===== config.mk =====
export PLATFORM = sky130hd
export DESIGN_NAME = hazard_fwd_unit
export DESIGN_NICKNAME = d
export VERILOG_FILES = /design/src/rtl/hazard_fwd_unit.sv
export SDC_FILE = /design/constraint.sdc
export NUM_CORES = 1
export LEC_CHECK = 0
export ABC_AREA = 1
export CAP_MARGIN = 10
export CORE_MARGIN = 4
export CORE_UTILIZATION = 27
export CTS_BUF_LIST = sky130_fd_sc_hd__clkbuf_8 sky130_fd_sc_hd__clkbuf_16
export CTS_CLUSTER_DIAMETER = 30
export DETAILED_ROUTE_END_ITERATION = 8
export PLACE_DENSITY_LB_ADDON = 0.1
export SKIP_LAST_GASP = 1
export SLEW_MARGIN = 40
export SYNTH_ARGS = -nofsm -noshare
export SYNTH_HDL_FRONTEND = slang
export SYNTH_SLANG_ARGS = --single-unit

===== constraint.sdc =====
create_clock -name clk -period 1.7 [get_ports clk]
set_clock_uncertainty 0.05 [all_clocks]
set_input_delay 0.425 -clock clk [delete_from_list [all_inputs] [get_ports clk]]
set_output_delay 0.425 -clock clk [all_outputs]
set_load 0.1 [all_outputs]

===== src/rtl/hazard_fwd_unit.sv =====
// hazard_fwd_unit: EX-stage operand forwarding and load-use stall/flush control.
// Define HAZARD_FWD_STATS_EN to enable the saturating stall_cycles counter.

module hazard_fwd_lane #(
  parameter int DATA_W = 32,
  parameter int ADDR_W = 5
) (
  input  logic [ADDR_W-1:0] rs_e,
  input  logic [ADDR_W-1:0] rd_m,
  input  logic              regwrite_m,
  input  logic [ADDR_W-1:0] rd_w,
  input  logic              regwrite_w,
  input  logic [DATA_W-1:0] rf_data,
  input  logic [DATA_W-1:0] alu_m,
  input  logic [DATA_W-1:0] result_w,
  output logic [1:0]        fwd,
  output logic [DATA_W-1:0] src
);
  logic hit_m, hit_w;

  // r0 is hardwired zero, so writes to it never forward
  assign hit_m = regwrite_m && (rd_m != '0) && (rd_m == rs_e);
  assign hit_w = regwrite_w && (rd_w != '0) && (rd_w == rs_e);
  assign fwd   = hit_m ? 2'b10 : (hit_w ? 2'b01 : 2'b00);

  always_comb begin
    src = rf_data;
    case (fwd)
      2'b01:   src = result_w;
      2'b10:   src = alu_m;
      default: src = rf_data;
    endcase
  end
endmodule

module hazard_fwd_unit #(
  parameter int DATA_W   = 32,
  parameter int ADDR_W   = 5,
  parameter int LOAD_LAT = 1
) (
  input  logic              clk,
  input  logic              reset,
  input  logic [ADDR_W-1:0] rs1_d,
  input  logic [ADDR_W-1:0] rs2_d,
  input  logic [ADDR_W-1:0] rs1_e,
  input  logic [ADDR_W-1:0] rs2_e,
  input  logic [ADDR_W-1:0] rd_e,
  input  logic              memtoreg_e,
  input  logic [ADDR_W-1:0] rd_m,
  input  logic              regwrite_m,
  input  logic [ADDR_W-1:0] rd_w,
  input  logic              regwrite_w,
  input  logic [DATA_W-1:0] rd1_e,
  input  logic [DATA_W-1:0] rd2_e,
  input  logic [DATA_W-1:0] alu_m,
  input  logic [DATA_W-1:0] result_w,
  output logic [DATA_W-1:0] srca_e,
  output logic [DATA_W-1:0] srcb_e,
  output logic [1:0]        fwd_a,
  output logic [1:0]        fwd_b,
  output logic              stall_f,
  output logic              stall_d,
  output logic              flush_e,
  output logic [31:0]       stall_cycles
);
  localparam int CNT_W = $clog2(LOAD_LAT + 1);
  localparam logic [0:0] IDLE  = 1'b0;
  localparam logic [0:0] STALL = 1'b1;

  logic [1:0][ADDR_W-1:0] rs_e;
  logic [1:0][DATA_W-1:0] rf_data, src;
  logic [1:0][1:0]        fwd;

  assign rs_e    = {rs2_e, rs1_e};
  assign rf_data = {rd2_e, rd1_e};

  for (genvar g = 0; g < 2; g++) begin : g_lane
    hazard_fwd_lane #(.DATA_W(DATA_W), .ADDR_W(ADDR_W)) u_lane (
      .rs_e       (rs_e[g]),
      .rd_m       (rd_m),
      .regwrite_m (regwrite_m),
      .rd_w       (rd_w),
      .regwrite_w (regwrite_w),
      .rf_data    (rf_data[g]),
      .alu_m      (alu_m),
      .result_w   (result_w),
      .fwd        (fwd[g]),
      .src        (src[g])
    );
  end

  assign srca_e = src[0];
  assign srcb_e = src[1];
  assign fwd_a  = fwd[0];
  assign fwd_b  = fwd[1];

  logic [0:0]       state;
  logic [CNT_W-1:0] cnt;
  logic             lu_hazard, stall;

  assign lu_hazard = memtoreg_e && (rd_e != '0) && ((rd_e == rs1_d) || (rd_e == rs2_d));
  // Gated by reset so the controls drop immediately even with a live hazard
  assign stall   = !reset && ((state == STALL) || lu_hazard);
  assign stall_f = stall;
  assign stall_d = stall;
  assign flush_e = stall;

  // The IDLE hazard cycle is the first stall cycle; STALL covers the remaining LOAD_LAT-1
  always_ff @(posedge clk or posedge reset) begin
    if (reset) begin
      state <= IDLE;
      cnt   <= '0;
    end else begin
      case (state)
        IDLE: begin
          if (lu_hazard && (LOAD_LAT > 1)) begin
            state <= STALL;
            cnt   <= CNT_W'(LOAD_LAT - 1);
          end
        end
        STALL: begin
          cnt <= cnt - 1'b1;
          if (cnt == CNT_W'(1)) state <= IDLE;
        end
        default: begin
          state <= IDLE;
          cnt   <= '0;
        end
      endcase
    end
  end

`ifdef HAZARD_FWD_STATS_EN
  logic [31:0] stat_q;

  always_ff @(posedge clk or posedge reset) begin
    if (reset)                                   stat_q <= '0;
    else if (stall && (stat_q != 32'hFFFF_FFFF)) stat_q <= stat_q + 32'd1;
  end

  assign stall_cycles = stat_q;
`else
  assign stall_cycles = '0;
`endif
endmodule


==> flow_metrics.py, run 1 <==
metrics = {
    "logic_synthesis": {
        "synth_sequential_area_ratio": 0.0197,
        "synth-seq-cells": 2,
        "postSynthCellCount": 467,
        "synthesis.yosys.warnings": 0,
        "synth.lib_cells_used.distinct": 20,
        "synthArstFlopShare": 1.00,
        "synthTopCellsByCount": "sky130_fd_sc_hd__nand3_1, sky130_fd_sc_hd__nand2_1, sky130_fd_sc_hd__buf_4",
        "dominantRegCellSynth": "sky130_fd_sc_hd__dfrtp_1",
        "synthDominantCellAreaShare": 0.377,
        "synthDominantAreaCellType": "sky130_fd_sc_hd__nand3_1",
        "post-synth-top-count-cell": "sky130_fd_sc_hd__nand3_1",
        "synth.area.top_cells": "sky130_fd_sc_hd__nand3_1, sky130_fd_sc_hd__nand2_1, sky130_fd_sc_hd__buf_4",
        "synth_edf_count": 0,
        "syn-cell-area_um2": 2530,
        "avgSynthCellArea_um2": 5.43,
    },
    "clock_network": {
        "numCtsBuffers": 3,
        "cts_hold_buf": 0,
        "post_cts.repair.setup_buffers": 27,
        "h_tree_levels": 1,
        "clk_root_buffer_cell": "sky130_fd_sc_hd__clkbuf_8",
        "numClockSinks": 2,
        "cts_max_path_buffers": 2,
        "post_cts_sizing": 295,
    },
    "outcome": {
        "last-stage-reached": "clock tree synthesis (4_1_cts)",
        "status": "did not finish",
        "stop_error": "[ERROR DPL-0038] Utilization greater than 100%, impossible to legalize",
    },
    "floorplan": {
        "die_h_um": 105,
        "pin_count": 271,
        "initial_utilization": 0.276,
        "chipWidth_um": 105,
        "row_count": 35,
    },
    "placement": {
        "numPlacedInstances": 819,
        "dp_hpwl_mm": 14.1,
        "gpl.final_weighted_congestion": 0.879,
        "port-buffer-count": 238,
    },
}
metrics by stage:
step | setup WS (ns) | cell area [um^2] | utilization
3_5_place_dp | -1.15 | 8020 | 0.872
3_3_place_gp | -1.04 | 8020 | 0.872
2_1_floorplan | -0.531 | 5090 | -
cells by family after synthesis:
family | count (synthesis) | share of synthesized area
AO/OA/AOI/OAI | 1 | 0.00197
XOR/XNOR | 19 | 0.0656
buffers and inverters | 93 | 0.252
flip-flops | 2 | 0.0197
other | 1 | 0.00148
AND/OR/NAND/NOR | 351 | 0.659
==> inputs of run 2 (changes only) <==
--- a/config.mk
+++ b/config.mk
@@ -8,11 +8,9 @@
 export ABC_AREA = 1
 export CAP_MARGIN = 10
 export CORE_MARGIN = 4
-export CORE_UTILIZATION = 27
-export CTS_BUF_LIST = sky130_fd_sc_hd__clkbuf_8 sky130_fd_sc_hd__clkbuf_16
-export CTS_CLUSTER_DIAMETER = 30
+export CORE_UTILIZATION = 20
 export DETAILED_ROUTE_END_ITERATION = 8
-export PLACE_DENSITY_LB_ADDON = 0.1
+export PLACE_DENSITY_LB_ADDON = 0.15
 export SKIP_LAST_GASP = 1
 export SLEW_MARGIN = 40
 export SYNTH_ARGS = -nofsm -noshare
==> constraint.sdc (replaced) <==
create_clock -name clk -period 2.21 [get_ports clk]
set_clock_uncertainty 0.05 [all_clocks]
set_input_delay 0.5525 -clock clk [delete_from_list [all_inputs] [get_ports clk]]
set_output_delay 0.5525 -clock clk [all_outputs]
set_load 0.1 [all_outputs]
==> flow_metrics.py, run 2 <==
metrics = {
    "clock_network": {
        "clock_insertion_delay_worst_skew_ns": 0.22,
        "clk_root_buffer_cell": "sky130_fd_sc_hd__clkbuf_16",
        "cts_max_path_buffers": 2,
        "tritoncts": "built",
        "worst_setup_hold_path_clk_slew_ns": 0.03,
        "numClockSinks": 2,
        "h_tree_levels": 1,
        "numCtsBuffers": 3,
    },
    "logic_synthesis": {
        "syn-cell-area_um2": 2530,
        "synthMuxAreaShare": 0,
        "synthesis.yosys.warnings": 0,
        "synth-seq-cells": 2,
        "synth.area.top_cells": "sky130_fd_sc_hd__nand3_1, sky130_fd_sc_hd__nand2_1, sky130_fd_sc_hd__buf_4",
        "avgSynthCellArea_um2": 5.43,
        "synth_compound_gate_area_share": 0.00197,
        "dominant_combinational_cell_family_by_area_after_synthesis": "simple AND/OR/NAND/NOR gates",
        "dominantRegCellSynth": "sky130_fd_sc_hd__dfrtp_1",
        "synth_simple_gate_area_frac": 0.659,
        "synth.lib_cells_used.distinct": 20,
        "synthDominantCellAreaShare": 0.377,
        "synthDominantAreaCellType": "sky130_fd_sc_hd__nand3_1",
        "synthArstFlopShare": 1.00,
        "post-synth-top-count-cell": "sky130_fd_sc_hd__nand3_1",
        "synth_edf_count": 0,
        "synthAdderAreaFrac": 0,
        "synth_sequential_area_ratio": 0.0197,
        "postSynthCellCount": 467,
        "synthTopCellsByCount": "sky130_fd_sc_hd__nand3_1, sky130_fd_sc_hd__nand2_1, sky130_fd_sc_hd__buf_4",
        "synth_xor_xnor_area_share": 0.0656,
    },
    "run": {
        "timing.max_cap.violations": 0,
    },
    "final_layout": {
        "multi_input_combinational_cell_area_um2": 4360,
        "largestRegisters": "cnt x1, state x1",
        "layout_area_growth_over_synthesis_pct": 273,
        "seqCellArea_um2": 50.0,
        "layout.nets": 929,
        "most_frequent_cells_in_the_layout": "sky130_fd_sc_hd__nand3_4, sky130_fd_sc_hd__clkdlybuf4s50_1, sky130_fd_sc_hd__buf_12",
        "post_route_cells_drive_above_1_share": 0.627,
        "num-fill-cells": 787,
        "post_route_cell_area_um2": 9450,
        "layout.cells.most_common": "sky130_fd_sc_hd__nand3_4",
        "layout.cells.non_filler": 928,
    },
    "global_routing": {
        "grt_pass1_vias": 4931,
        "grt_pass1_wl_mm": 29.2,
        "grt_usage": 0.256,
        "globalRouteMet3Util": 0.0402,
        "groute.layer.met2.usage": 0.483,
        "grt-ovfl-total": 0,
        "most_used_routing_layer_in_global_routing": "met2",
        "maximum_number_of_pins_on_one_net_before_global_route_repair": 18,
        "grt_antenna_before_repair": 1,
        "met1_global_route_usage": 0.294,
    },
    "power": {
        "irDropWorstVdd_mv": 0.353,
        "power.leakage_nw": 4.04,
        "pwr_density_cell_nw_per_um2": 289,
    },
    "placement": {
        "port-buffer-count": 238,
        "place_area_um2": 7270,
        "gpl.final_weighted_congestion": 0.884,
        "numPlacedInstances": 879,
        "dp_hpwl_mm": 12.6,
    },
    "sta": {
        "setup-violations-final": 71,
        "rsz0062_at_grt": "true",
        "max_clock_freq_mhz": 384,
        "post-route-period-util": 1.18,
        "post-route-worst-setup-slack_ns": -0.391,
        "final_hold_violation_count": 0,
        "post-route-min-period_ns": 2.60,
        "final-max-slew-violation-count": 0,
    },
    "min_path": {
        "min-delay-path-class": "flip-flop to flip-flop",
    },
    "drt": {
        "total_iterations_of_the_first_detailed_routing_run": 4,
        "ant_nets": 0,
        "detail_route.drc_violations": 0,
        "average_wire_length_per_cell_after_detail_routing_um": 22.0,
        "vias": 4573,
        "routed_wirelength_mm": 20.4,
        "drtIter0Drc": 182,
        "vias_per_cell": 4.93,
    },
    "floorplan": {
        "pin_count": 271,
        "dieArea_um2": 14500,
        "row_count": 40,
        "chipWidth_um": 121,
        "core_um2": 12200,
        "die_h_um": 121,
        "initial_utilization": 0.208,
    },
    "critical_path": {
        "largest_fanout_on_the_critical_path": 6,
        "critical_path.endpoint_type": "output pin",
        "crit_path_start_kind": "input port",
        "arrival_ns": 2.00,
        "worstPathRequired_ns": 1.61,
        "worstSetupPathType": "input port to output pin",
    },
    "outcome": {
        "status": "finished with violations",
        "failing_checks": "setup timing",
    },
}
-- run 2: worst max-delay path: stages --
cell,delay (ns)
sky130_fd_sc_hd__buf_12,0.12
sky130_fd_sc_hd__xnor2_4,0.17
sky130_fd_sc_hd__nand2_2,0.09
sky130_fd_sc_hd__nor2_4,0.10
sky130_fd_sc_hd__nand3_4,0.12
sky130_fd_sc_hd__inv_8,0.11
sky130_fd_sc_hd__buf_12,0.11
sky130_fd_sc_hd__buf_12,0.10
sky130_fd_sc_hd__buf_12,0.14
sky130_fd_sc_hd__nand2_2,0.10
sky130_fd_sc_hd__nand3_4,0.11
sky130_fd_sc_hd__buf_12,0.17
-- run 2: area by class of cell --
class                   count  share of cell area
repair buffers            326               0.491
multi-input cells         403               0.461
well taps                 168              0.0223
inverters                  25              0.0118
clock buffers               3             0.00795
flip-flops and latches      2             0.00530
diodes                      1            0.000265
-- run 2: stage by stage --
step,utilization,setup slack (ns),setup TNS (ns),hold slack (ns),power [mW]
2_1_floorplan,-,-0.276,-0.767,0.244,1.37
3_3_place_gp,0.595,-0.813,-50.72,0.384,2.18
3_5_place_dp,0.595,-0.807,-53.06,0.396,2.20
4_1_cts,0.732,-0.372,-20.72,0.401,2.64
5_1_grt,0.774,-0.439,-24.24,0.436,2.81
6_report,0.774,-0.391,-19.29,0.397,2.73
-- run 2: kinds of logic after synthesis --
kind of cell	Yosys count
AOI/OAI and AO/OA	1
xor gates and xnor gates	19
buffers and inverters	93
DFF	2
other	1
and+or+nand+nor	351
-- run 2: repair_timing --
action	4_1_cts	5_1_grt
gates cloned	18	4
endpoints found under the setup margin	71	71
setup buffers	25	6
pin swaps	78	53
gates resized for setup	351	102
hold buffers	0	0
-- run 2: path summary, 6_finish.rpt --
path	startpoint	endpoint	slack [ns]	cells after the start
max reg2reg	state	state	1.49	2
min in group asynchronous	reset	cnt	0.54	2
min reg2reg	cnt	state	0.40	1
max	rd_m[0]	srca_e[31]	-0.39	12
min	cnt	state	0.40	1
max in group asynchronous	reset	state	1.46	2
-- run 2: layer usage --
layer,part of all wire,wire [um]
met5,0,0
met1,0.38,7710
met4,0.035,711
met3,0.063,1280
met2,0.53,10700
-- run 2: power by group --
group          switching, mW  leakage, nW  internal (mW)
Clock                 0.0463       0.0370          0.231
Sequential                 0       0.0280         0.0369
Combinational           1.47         3.97          0.941
Total                   1.52         4.04           1.21
Note: power is estimated with default switching activity, not from simulation.
==> inputs of run 3 (changes only) <==
--- a/config.mk
+++ b/config.mk
@@ -7,12 +7,15 @@
 export LEC_CHECK = 0
 export ABC_AREA = 1
 export CAP_MARGIN = 10
+export CELL_PAD_IN_SITES_DETAIL_PLACEMENT = 0
+export CELL_PAD_IN_SITES_GLOBAL_PLACEMENT = 1
 export CORE_MARGIN = 4
-export CORE_UTILIZATION = 20
+export CORE_UTILIZATION = 17
 export DETAILED_ROUTE_END_ITERATION = 8
 export PLACE_DENSITY_LB_ADDON = 0.15
 export SKIP_LAST_GASP = 1
 export SLEW_MARGIN = 40
 export SYNTH_ARGS = -nofsm -noshare
 export SYNTH_HDL_FRONTEND = slang
+export SYNTH_HIERARCHICAL = 1
 export SYNTH_SLANG_ARGS = --single-unit
==> flow_metrics.py, run 3 <==
metrics = {
    "logic_synthesis": {
        "synthDominantAreaCellType": "sky130_fd_sc_hd__nand3_1",
        "post-synth-top-count-cell": "sky130_fd_sc_hd__nand3_1",
        "postSynthCellCount": 524,
        "synth_edf_count": 0,
        "synth_sequential_area_ratio": 0.0185,
        "syn-cell-area_um2": 2700,
        "synth-seq-cells": 2,
        "synthArstFlopShare": 1.00,
        "synthesis.yosys.warnings": 6,
        "synth.area.top_cells": "sky130_fd_sc_hd__nand3_1, sky130_fd_sc_hd__nand2_1, sky130_fd_sc_hd__buf_6",
        "avgSynthCellArea_um2": 5.16,
        "synthTopCellsByCount": "sky130_fd_sc_hd__nand3_1, sky130_fd_sc_hd__nand2_1, sky130_fd_sc_hd__inv_1",
        "dominantRegCellSynth": "sky130_fd_sc_hd__dfrtp_1",
        "synth.lib_cells_used.distinct": 21,
        "synthDominantCellAreaShare": 0.352,
    },
    "global_routing": {
        "globalRouteMet3Util": 0.0465,
        "grt_usage": 0.218,
        "grt-ovfl-total": 0,
        "most_used_routing_layer_in_global_routing": "met2",
        "grt_pass1_vias": 5080,
        "grt_antenna_before_repair": 1,
        "grt_pass1_wl_mm": 30.6,
        "met1_global_route_usage": 0.263,
        "groute.layer.met2.usage": 0.403,
        "maximum_number_of_pins_on_one_net_before_global_route_repair": 19,
    },
    "sta": {
        "max_clock_freq_mhz": 400,
        "rsz0062_at_grt": "true",
        "final_hold_violation_count": 0,
        "final-max-slew-violation-count": 0,
        "setup-violations-final": 71,
        "post-route-worst-setup-slack_ns": -0.289,
        "post-route-min-period_ns": 2.50,
        "post-route-period-util": 1.13,
    },
    "placement": {
        "gpl.final_weighted_congestion": 0.819,
        "dp_hpwl_mm": 12.5,
        "port-buffer-count": 238,
        "numPlacedInstances": 966,
    },
    "clock_network": {
        "h_tree_levels": 1,
        "numClockSinks": 2,
        "cts_max_path_buffers": 2,
        "clk_root_buffer_cell": "sky130_fd_sc_hd__clkbuf_16",
        "cts_hold_buf": 0,
        "numCtsBuffers": 3,
        "tritoncts": "built",
        "worst_setup_hold_path_clk_slew_ns": 0.03,
        "clock_insertion_delay_worst_skew_ns": 0.22,
    },
    "critical_path": {
        "worstPathRequired_ns": 1.61,
        "arrival_ns": 1.90,
        "worst_path_most_repeated_cell": "sky130_fd_sc_hd__buf_12",
        "slowest_delay_ns": 0.17,
        "crit_path_top_delay_cell": "sky130_fd_sc_hd__nand4_4",
        "largest_fanout_on_the_critical_path": 7,
        "critical_path.endpoint_type": "output pin",
        "crit_path_cell_trace": "buf_8 -> buf_6 -> nor2_4 -> nand2_1 -> nand2_1 -> nand2_2 -> nand4_4 -> clkinv_4 -> buf_12 -> buf_12 -> nand2_4 -> nand3_4 -> buf_12",
        "worstSetupPathType": "input port to output pin",
        "critical_path.reg2reg.startpoint": "state",
        "crit_path_start_kind": "input port",
        "launch_point_of_the_worst_path": "rd_m[1]",
    },
    "floorplan": {
        "dieArea_um2": 18000,
        "initial_utilization": 0.176,
        "row_count": 45,
        "core_um2": 15400,
        "pin_count": 271,
        "chipWidth_um": 134,
        "die_h_um": 134,
    },
    "final_layout": {
        "post_route_cells_drive_above_1_share": 0.644,
        "most_frequent_cells_in_the_layout": "sky130_fd_sc_hd__nand3_4, sky130_fd_sc_hd__clkdlybuf4s50_1, sky130_fd_sc_hd__buf_12",
        "layout.cells.most_common": "sky130_fd_sc_hd__nand3_4",
        "layout.cells.non_filler": 1020,
        "layout_area_growth_over_synthesis_pct": 273,
        "layout.nets": 978,
        "largestRegisters": "cnt x1, state x1",
        "num-fill-cells": 1162,
    },
    "min_path": {
        "source_of_the_worst_hold_timing_path": "cnt",
        "min-delay-path-class": "flip-flop to flip-flop",
    },
    "outcome": {
        "status": "finished with violations",
        "failing_checks": "setup timing",
    },
    "drt": {
        "drtIter0Drc": 141,
        "vias": 4715,
        "vias_per_cell": 4.62,
        "routed_wirelength_mm": 21.5,
        "total_iterations_of_the_first_detailed_routing_run": 4,
        "ant_nets": 0,
        "average_wire_length_per_cell_after_detail_routing_um": 21.1,
        "detail_route.drc_violations": 0,
    },
    "power": {
        "power.leakage_nw": 4.35,
        "power.total_mw": 2.94,
        "pwr_density_cell_nw_per_um2": 292,
        "irDropWorstVdd_mv": 0.570,
    },
    "run": {
        "timing.max_cap.violations": 0,
    },
}
## run 3: critical path, delay by kind of cell
family / cells / cell delay, ns
buf+inv: 6 / 0.80
simple gates: 7 / 0.54
## run 3: through the flow
stage / setup TNS [ns] / hold slack, ns / cell area (um^2) / setup WS, ns / util
final: -17.03 / 0.414 / 10100 / -0.289 / 0.655
after global routing: -21.19 / 0.449 / 10100 / -0.358 / 0.655
after CTS: -20.91 / 0.424 / 9380 / -0.372 / 0.611
after detailed placement: -55.16 / 0.400 / 6870 / -0.836 / 0.447
after global placement: -54.58 / 0.383 / 6870 / -0.821 / 0.447
after floorplan: -0.593 / 0.244 / 3700 / -0.251 / -
## run 3: logic make-up (layout without fill, tap and decap cells)
| group | count (synthesis) | after routing | share of synthesized area |
|---|---|---|---|
| simple gates | 390 | 390 | 0.663 |
| buf+inv | 122 | 375 | 0.295 |
| compound gates | 6 | 6 | 0.0125 |
| xor+xnor | 3 | 3 | 0.00973 |
| flops | 2 | 2 | 0.0185 |
| other cells | 1 | 33 | 0.00139 |
## run 3: timing repair
item                                    4_1_cts  5_1_grt
buffers inserted                             24        2
cloned                                       27        7
gates resized for setup                     487      157
hold endpoints to repair                      0        0
pin swaps                                    95       96
endpoints found under the setup margin       71       71
## run 3: worst paths after layout
kind	to	slack [ns]	cells after the start
worst min-delay path	state	0.41	1
worst min register to register	state	0.41	1
worst max-delay path	srcb_e[4]	-0.29	13
max in group asynchronous	state	1.48	2
min in group asynchronous	cnt	0.52	2
worst max register to register	state	1.48	2
## run 3: final cells by class
cell class | instances | area, um^2 | area share
inverters | 54 | 245 | 0.0243
clock buffers | 3 | 75.1 | 0.00745
multi-input cells | 431 | 4690 | 0.466
well taps | 211 | 264 | 0.0262
flip-flops and latches | 2 | 50.0 | 0.00497
repair buffers | 318 | 4740 | 0.471
diodes | 1 | 2.50 | 0.000248
## run 3: layer usage
metal  vias up  routed length (um)
li1       2257                   -
met1      2219                8030
met2       212               11400
met3        27                1650
met4         0                 430
met5         -                   0
## run 3: report_power, final
group / internal, mW / switching [mW]
clock: 0.230 / 0.0428
sequential: 0.0369 / 0
combinational: 1.03 / 1.61
total: 1.29 / 1.65
==> inputs of run 4 (changes only) <==
--- a/config.mk
+++ b/config.mk
@@ -14,7 +14,6 @@
 export DETAILED_ROUTE_END_ITERATION = 8
 export PLACE_DENSITY_LB_ADDON = 0.15
 export SKIP_LAST_GASP = 1
-export SLEW_MARGIN = 40
 export SYNTH_ARGS = -nofsm -noshare
 export SYNTH_HDL_FRONTEND = slang
 export SYNTH_HIERARCHICAL = 1
==> results of run 4 <==
Same layout as run 3: the final DEF is identical, and so are final timing and power.
